File: config.mk
export PLATFORM = sky130hd
export DESIGN_NAME = sprite_rom_scheduler_flat
export DESIGN_NICKNAME = d
export VERILOG_FILES = /design/src/rtl/sprite_rom_scheduler_if.sv /design/src/rtl/sprite_rom_scheduler.sv /design/src/flat_wrapper.sv
export SDC_FILE = /design/constraint.sdc
export NUM_CORES = 1
export LEC_CHECK = 0
export CAP_MARGIN = 20
export CORE_UTILIZATION = 39
export CTS_CLUSTER_SIZE = 20
export DETAILED_ROUTE_END_ITERATION = 16
export PLACE_DENSITY = 0.83
export SETUP_SLACK_MARGIN = 0.2
export SYNTH_ARGS = -nofsm -noshare
export SYNTH_HDL_FRONTEND = slang
export SYNTH_SLANG_ARGS = --single-unit
File: constraint.sdc
create_clock -name clk -period 2.31 [get_ports clk]
set_input_delay 0.693 -clock clk [delete_from_list [all_inputs] [get_ports clk]]
set_output_delay 0.693 -clock clk [all_outputs]
set_load 0.05 [all_outputs]
File: src/rtl/sprite_rom_scheduler_if.sv
// Bus between the sprite renderers / sync generator and the sprite ROM
// scheduler.
//
// Handshake: req is a level-sensitive request from each renderer. It is
// sampled only once per line, on the capture clock. load is the grant. It is
// one-hot and stays high for a whole slot, and it needs no acknowledge. While
// load[i] is high, rom_addr carries the live rom_addr_in slice of renderer i.
// overrun is a single-cycle event flag.
interface sprite_rom_scheduler_if #(
   parameter int NUM_SPRITES = 4,
   parameter int ADDR_W      = 4,
   parameter int HPOS_W      = 10
);
   logic [HPOS_W-1:0]             hpos;
   logic [NUM_SPRITES-1:0]        req;
   logic [NUM_SPRITES*ADDR_W-1:0] rom_addr_in;
   logic [NUM_SPRITES-1:0]        load;
   logic [ADDR_W-1:0]             rom_addr;
   logic                          busy;
   logic                          overrun;

   // renderers and sync generator side
   modport master (
      output hpos, req, rom_addr_in,
      input  load, rom_addr, busy, overrun
   );

   // scheduler side
   modport slave (
      input  hpos, req, rom_addr_in,
      output load, rom_addr, busy, overrun
   );
endinterface

File: src/rtl/sprite_rom_scheduler.sv
// Shares the single car sprite ROM between NUM_SPRITES renderers during
// horizontal blanking. Requests are snapshotted at hpos == HBLANK_START. Each
// captured renderer then receives an exclusive SLOT_CYCLES-clock slot, and the
// slots run back to back.
// Build option: define SPRITE_SCHED_RR_EN for round-robin arbitration with a
// pointer that persists across lines. Without it, the lowest index wins.
module sprite_rom_scheduler #(
   parameter int NUM_SPRITES  = 4,
   parameter int ADDR_W       = 4,
   parameter int HPOS_W       = 10,
   parameter int HBLANK_START = 640,
   parameter int HTOTAL       = 800,
   parameter int SLOT_CYCLES  = 4
) (
   input  logic                         clk,
   input  logic                         reset,       // async, active low
   sprite_rom_scheduler_if.slave        bus,
   output logic [1:0]                   o_dbg_state
);
   localparam int SEL_W = (NUM_SPRITES > 1) ? $clog2(NUM_SPRITES) : 1;
   localparam int CNT_W = (SLOT_CYCLES > 1) ? $clog2(SLOT_CYCLES) : 1;

   typedef enum logic [1:0] {
      S_IDLE  = 2'd0,
      S_GRANT = 2'd1,
      S_DONE  = 2'd2
   } state_t;

   state_t                 r_state;
   logic [NUM_SPRITES-1:0] r_pending;
   logic [NUM_SPRITES-1:0] r_load;
   logic [SEL_W-1:0]       r_sel;
   logic [CNT_W-1:0]       r_cnt;
   logic                   r_overrun;

   logic [SEL_W-1:0]       w_ptr;
   logic [NUM_SPRITES-1:0] w_sel_mask;
   logic [NUM_SPRITES-1:0] w_rest;
   logic [NUM_SPRITES-1:0] w_cand;
   logic [NUM_SPRITES-1:0] w_onehot;
   logic [SEL_W-1:0]       w_pick;
   logic                   w_found;
   logic                   w_fits;
   logic                   w_last;
   logic                   w_capture;
   logic                   w_wrap;
   int                     w_idx;

`ifdef SPRITE_SCHED_RR_EN
   logic [SEL_W-1:0]       r_ptr;
   assign w_ptr = r_ptr;
`else
   assign w_ptr = '0;
`endif

   assign w_capture  = (bus.hpos == HPOS_W'(HBLANK_START));
   assign w_wrap     = (bus.hpos == '0);
   assign w_last     = (r_cnt == CNT_W'(SLOT_CYCLES - 1));
   // A slot started now occupies hpos+1 .. hpos+SLOT_CYCLES, all inside the line.
   assign w_fits     = ((int'(bus.hpos) + 1 + SLOT_CYCLES) <= HTOTAL);
   assign w_sel_mask = NUM_SPRITES'(1) << r_sel;
   assign w_rest     = r_pending & ~w_sel_mask;
   // At capture the candidates are the live requests, and otherwise they are
   // what remains after the current slot.
   assign w_cand     = (r_state == S_IDLE) ? bus.req : w_rest;
   assign w_onehot   = NUM_SPRITES'(1) << w_pick;

   // Arbiter: first set candidate, searching upward from the pointer with wrap
   always_comb begin
      w_found = 1'b0;
      w_pick  = '0;
      w_idx   = 0;
      for (int k = 0; k < NUM_SPRITES; k++) begin
         w_idx = int'(w_ptr) + k;
         if (w_idx >= NUM_SPRITES) w_idx = w_idx - NUM_SPRITES;
         if (!w_found && w_cand[SEL_W'(w_idx)]) begin
            w_found = 1'b1;
            w_pick  = SEL_W'(w_idx);
         end
      end
   end

   // Scheduler FSM: capture, back-to-back slots, end-of-line wait
   always_ff @(posedge clk or negedge reset) begin
      if (!reset) begin
         r_state   <= S_IDLE;
         r_pending <= '0;
         r_load    <= '0;
         r_sel     <= '0;
         r_cnt     <= '0;
         r_overrun <= 1'b0;
`ifdef SPRITE_SCHED_RR_EN
         r_ptr     <= '0;
`endif
      end else begin
         r_overrun <= 1'b0;
         case (r_state)
            S_IDLE: begin
               if (w_capture) begin
                  r_cnt <= '0;
                  if (!w_found) begin
                     r_pending <= '0;
                     r_state   <= S_DONE;
                  end else if (!w_fits) begin
                     r_overrun <= 1'b1;
                     r_pending <= '0;
                     r_state   <= S_DONE;
                  end else begin
                     r_pending <= bus.req;
                     r_sel     <= w_pick;
                     r_load    <= w_onehot;
                     r_state   <= S_GRANT;
`ifdef SPRITE_SCHED_RR_EN
                     r_ptr     <= (w_pick == SEL_W'(NUM_SPRITES - 1)) ? '0 : w_pick + 1'b1;
`endif
                  end
               end
            end
            S_GRANT: begin
               if (w_wrap) begin
                  // The line ended under us. Abandon the slot and drop the rest.
                  r_load    <= '0;
                  r_overrun <= |w_rest;
                  r_pending <= '0;
                  r_cnt     <= '0;
                  r_state   <= S_IDLE;
               end else if (w_last) begin
                  r_cnt <= '0;
                  if (!w_found) begin
                     r_pending <= '0;
                     r_load    <= '0;
                     r_state   <= S_DONE;
                  end else if (!w_fits) begin
                     r_overrun <= 1'b1;
                     r_pending <= '0;
                     r_load    <= '0;
                     r_state   <= S_DONE;
                  end else begin
                     r_pending <= w_rest;
                     r_sel     <= w_pick;
                     r_load    <= w_onehot;
`ifdef SPRITE_SCHED_RR_EN
                     r_ptr     <= (w_pick == SEL_W'(NUM_SPRITES - 1)) ? '0 : w_pick + 1'b1;
`endif
                  end
               end else begin
                  r_cnt <= r_cnt + 1'b1;
               end
            end
            S_DONE: begin
               if (w_wrap) r_state <= S_IDLE;
            end
            default: r_state <= S_IDLE;
         endcase
      end
   end

   assign bus.load     = r_load;
   assign bus.busy     = |r_load;
   assign bus.overrun  = r_overrun;
   assign bus.rom_addr = (|r_load) ? bus.rom_addr_in[r_sel*ADDR_W +: ADDR_W] : '0;
   assign o_dbg_state  = r_state;
endmodule

File: src/flat_wrapper.sv
// flat-port wrapper written by rule: the top's interface ports become plain ports
module sprite_rom_scheduler_flat 
#(
   parameter int NUM_SPRITES  = 4,
   parameter int ADDR_W       = 4,
   parameter int HPOS_W       = 10,
   parameter int HBLANK_START = 640,
   parameter int HTOTAL       = 800,
   parameter int SLOT_CYCLES  = 4
)
  (clk, reset, o_dbg_state, bus_hpos, bus_req, bus_rom_addr_in, bus_load, bus_rom_addr, bus_busy, bus_overrun);
  sprite_rom_scheduler_if #(.NUM_SPRITES(NUM_SPRITES), .ADDR_W(ADDR_W), .HPOS_W(HPOS_W)) bus_i ();
  input  logic clk;
  input  logic reset;
  output logic [1:0] o_dbg_state;
  input wire logic [$bits(bus_i.hpos)-1:0] bus_hpos;
  input wire logic [$bits(bus_i.req)-1:0] bus_req;
  input wire logic [$bits(bus_i.rom_addr_in)-1:0] bus_rom_addr_in;
  output wire logic [$bits(bus_i.load)-1:0] bus_load;
  output wire logic [$bits(bus_i.rom_addr)-1:0] bus_rom_addr;
  output wire logic [$bits(bus_i.busy)-1:0] bus_busy;
  output wire logic [$bits(bus_i.overrun)-1:0] bus_overrun;
  assign bus_i.hpos = bus_hpos;
  assign bus_i.req = bus_req;
  assign bus_i.rom_addr_in = bus_rom_addr_in;
  assign bus_load = bus_i.load;
  assign bus_rom_addr = bus_i.rom_addr;
  assign bus_busy = bus_i.busy;
  assign bus_overrun = bus_i.overrun;
  sprite_rom_scheduler #(.NUM_SPRITES(NUM_SPRITES), .ADDR_W(ADDR_W), .HPOS_W(HPOS_W), .HBLANK_START(HBLANK_START), .HTOTAL(HTOTAL), .SLOT_CYCLES(SLOT_CYCLES)) u_core (.clk(clk), .reset(reset), .bus(bus_i), .o_dbg_state(o_dbg_state));
endmodule
==> impl_metrics.json <==
{
  "status": "finished, final reports clean",
  "vias": 880,
  "ioPinCount": 44,
  "drive_gt1_frac": 0.300,
  "core_area_um2": 2000,
  "synth_cell_types": 41,
  "period_share": 0.896,
  "io_buffers": 33,
  "postSynthAreaPerCell_um2": 9.91,
  "cellPowerDensity_nw_per_um2": 362,
  "slew_viol_final": 0,
  "ant_nets": 0,
  "finalWirelength_mm": 2.26,
  "drtPass1Iterations": 4,
  "r2r_slack_ps": 510,
  "cp_slowest_cell": "nor4_4",
  "critical_path.max_stage_delay_ps": 390,
  "row_count": 16,
  "dp_slack_ps": -271,
  "antenna_cells": 0,
  "cap_violations": 0,
  "synth_edf_count": 0,
  "synth_top_family_by_area": "compound AO/OA/AOI/OAI gates",
  "worst_pin_slew_ps": 564,
  "hold_slack_ps": 488,
  "grt_pass1_vias": 854,
  "period_minus_slack_ps": 2070,
  "grt_pass1_wl_mm": 3.88,
  "fin_cells": 157,
  "final_net_count": 164,
  "yosys.area.top_type": "dfrtp_1",
  "reg2reg_to": "u_core.bus.load[0]$_DFFE_PN0P_",
  "grt.total_usage": 0.213,
  "p_leak_nw": 0.691,
  "synth_top_area_frac": 0.352,
  "yosys_most_used_dff": "dfrtp_1",
  "cts_tree": "built",
  "fp.dieArea_um2": 2380,
  "synth-seq-cells": 12,
  "start_util": 0.426,
  "timing.fmax_mhz": 483,
  "power_mw": 0.497,
  "drc_errors": 0,
  "synth.most_common_cell": "dfrtp_1",
  "yosysSeqAreaShare": 0.352,
  "synth_commonest_cells": "dfrtp_1 (12), nand2_1 (6), nor2_1 (6)",
  "setup_viol": 0,
  "grt.overflow.total": 0,
  "ys_warn_count": 0,
  "async_flop_share": 1.00,
  "htreeDepth": 1,
  "yosys.area_share.adder": 0.0147,
  "clk_transition_reported_paths_ps": 80,
  "worstPathRequired_ps": 2480,
  "synth_xor_area_frac": 0,
  "min_path_cells": 2,
  "placed_cells_incl_taps": 151,
  "path_cells": "dlygate4sd2_1, nor4_4, a31oi_2, a21o_4, a21oi_4, mux2_4",
  "drtIter0Drc": 10,
  "min_from": "u_core.r_pending[1]$_DFFE_PN0P_",
  "antenna_found_initial": 0,
  "syn_area_um2": 852,
  "hp-class": "reg2reg",
  "crit_arrival_ps": 2240,
  "worstSetupPathType": "in2reg",
  "root_buffer": "clkbuf_4",
  "netlist_instances": 86,
  "cts_buffers": 3,
  "yosys.area_share.simple": 0.251,
  "r2r_cells": 6,
  "postLayoutSetupSlackWorst_ps": 241,
  "end_kind": "flip-flop",
  "ir_drop_uv": 241,
  "hold_viol": 0,
  "die_w_um": 48.7,
  "hpwl_mm": 1.79,
  "drt-wirelength-per-cell_um": 14.4,
  "rsz0062_at_grt": "true",
  "gp_congestion": 0.820,
  "min_to": "u_core.r_pending[1]$_DFFE_PN0P_",
  "relSlewSlack": 0.623,
  "area_growth_pct": 60.9,
  "r2r-start": "u_core.o_dbg_state[1]$_DFFE_PN0P_",
  "synth_compound_area_frac": 0.260,
  "cts_sinks": 12,
  "grt_max_degree": 13,
  "cp_max_fo": 3,
  "cts.path.max_buffers": 2,
  "vias_per_cell": 5.61,
  "insertion_delay_ps": 280,
  "synth_mux_area_frac": 0.0764,
  "die_h_um": 48.7,
  "synthTopCellsByArea": "dfrtp_1 (35%), mux2i_1 (5.9%), nor4_4 (5.0%)",
  "start_kind": "input pin",
  "clock_skew_ps": 1.83
}
[worst max path at each step]
stage,start,endpoint,slack [ps],depth (start not counted)
global route,bus_hpos[2],u_core.bus.load[0]$_DFFE_PN0P_,180,7
finish,bus_hpos[1],u_core.bus.load[1]$_DFFE_PN0P_,240,6
floorplan,u_core.bus.load[1]$_DFFE_PN0P_,bus_rom_addr[0],130,2
global placement,bus_hpos[2],u_core.bus.load[0]$_DFFE_PN0P_,-190,7
CTS,bus_rom_addr_in[7],bus_rom_addr[3],50,4
detailed placement,bus_hpos[2],u_core.bus.load[0]$_DFFE_PN0P_,-270,7
[worst max-delay path, delay by kind of cell]
family	cells	cell delay, ps
AO/OA/AOI/OAI	3	600
AND/OR/NAND/NOR	1	390
multiplexers	1	300
buffers and inverters	1	260
[placed cells by master (no fill, tap or decap), types with 3 or more instances in the layout]
master           netlist  layout
dlymetal6s2s_1         0       4
nor2_1                 6       4
nand2_1                6       6
inv_1                  4       4
a21oi_1                5       4
a22o_1                 3       3
buf_12                 0       4
mux2i_1                5       5
buf_4                  2      12
clkbuf_4               0       3
clkdlybuf4s50_1        0       6
dfrtp_1               12      11
dlygate4sd2_1          0      16
[power breakdown]
group	switching, mW	total, mW	internal, mW	leakage (nW)
clock network	0.0763	0.172	0.0960	0.0210
logic	0.0586	0.112	0.0533	0.518
registers	0.00197	0.213	0.211	0.152
total	0.137	0.497	0.360	0.691
[layer usage]
layer | GRT usage | wire (um) | up-vias
met1 | 0.250 | 927 | 415
li1 | - | - | 413
met4 | 0.108 | 46 | 0
met2 | 0.350 | 1080 | 47
met5 | 0 | 0 | -
met3 | 0.0629 | 205 | 5
[what timing repair did]
action	4_1_cts	5_1_grt
setup endpoints to repair	13	12
pin swaps	5	5
hold buffers	0	0
resized for setup	19	11
setup buffers	1	1
[stage by stage]
step / area, um2 / TNS, ps / util
after CTS: 1320 / 0 / 0.661
after floorplan: 856 / 0 / -
final: 1370 / 0 / 0.685
after global placement: 1280 / -1110 / 0.642
after detailed placement: 1280 / -1680 / 0.642
after global routing: 1370 / 0 / 0.685
[area by class of cell]
| class | count | area [um2] |
|---|---|---|
| sequential | 12 | 302 |
| multi-input combinational | 68 | 564 |
| fill | 163 | 631 |
| inverter | 4 | 15.0 |
| timing repair buffer | 42 | 420 |
| tap | 27 | 33.8 |
| clock buffer | 4 | 36.3 |
[cells by family after synthesis]
family,Yosys count
AO/OA/AOI/OAI,28
adder cells (fa/ha/maj),1
AND/OR/NAND/NOR,31
buffers and inverters,7
multiplexers,6
other,1
flip-flops,12
[registers in the layout (all words and copies together) (netlist names)]
register            count
u_core.bus.overrun      1
u_core.r_pending        4
u_core.bus.load         2
u_core.r_sel            1
u_core.o_dbg_state      2
u_core.r_cnt            2
(Power assumes the default switching activity.)
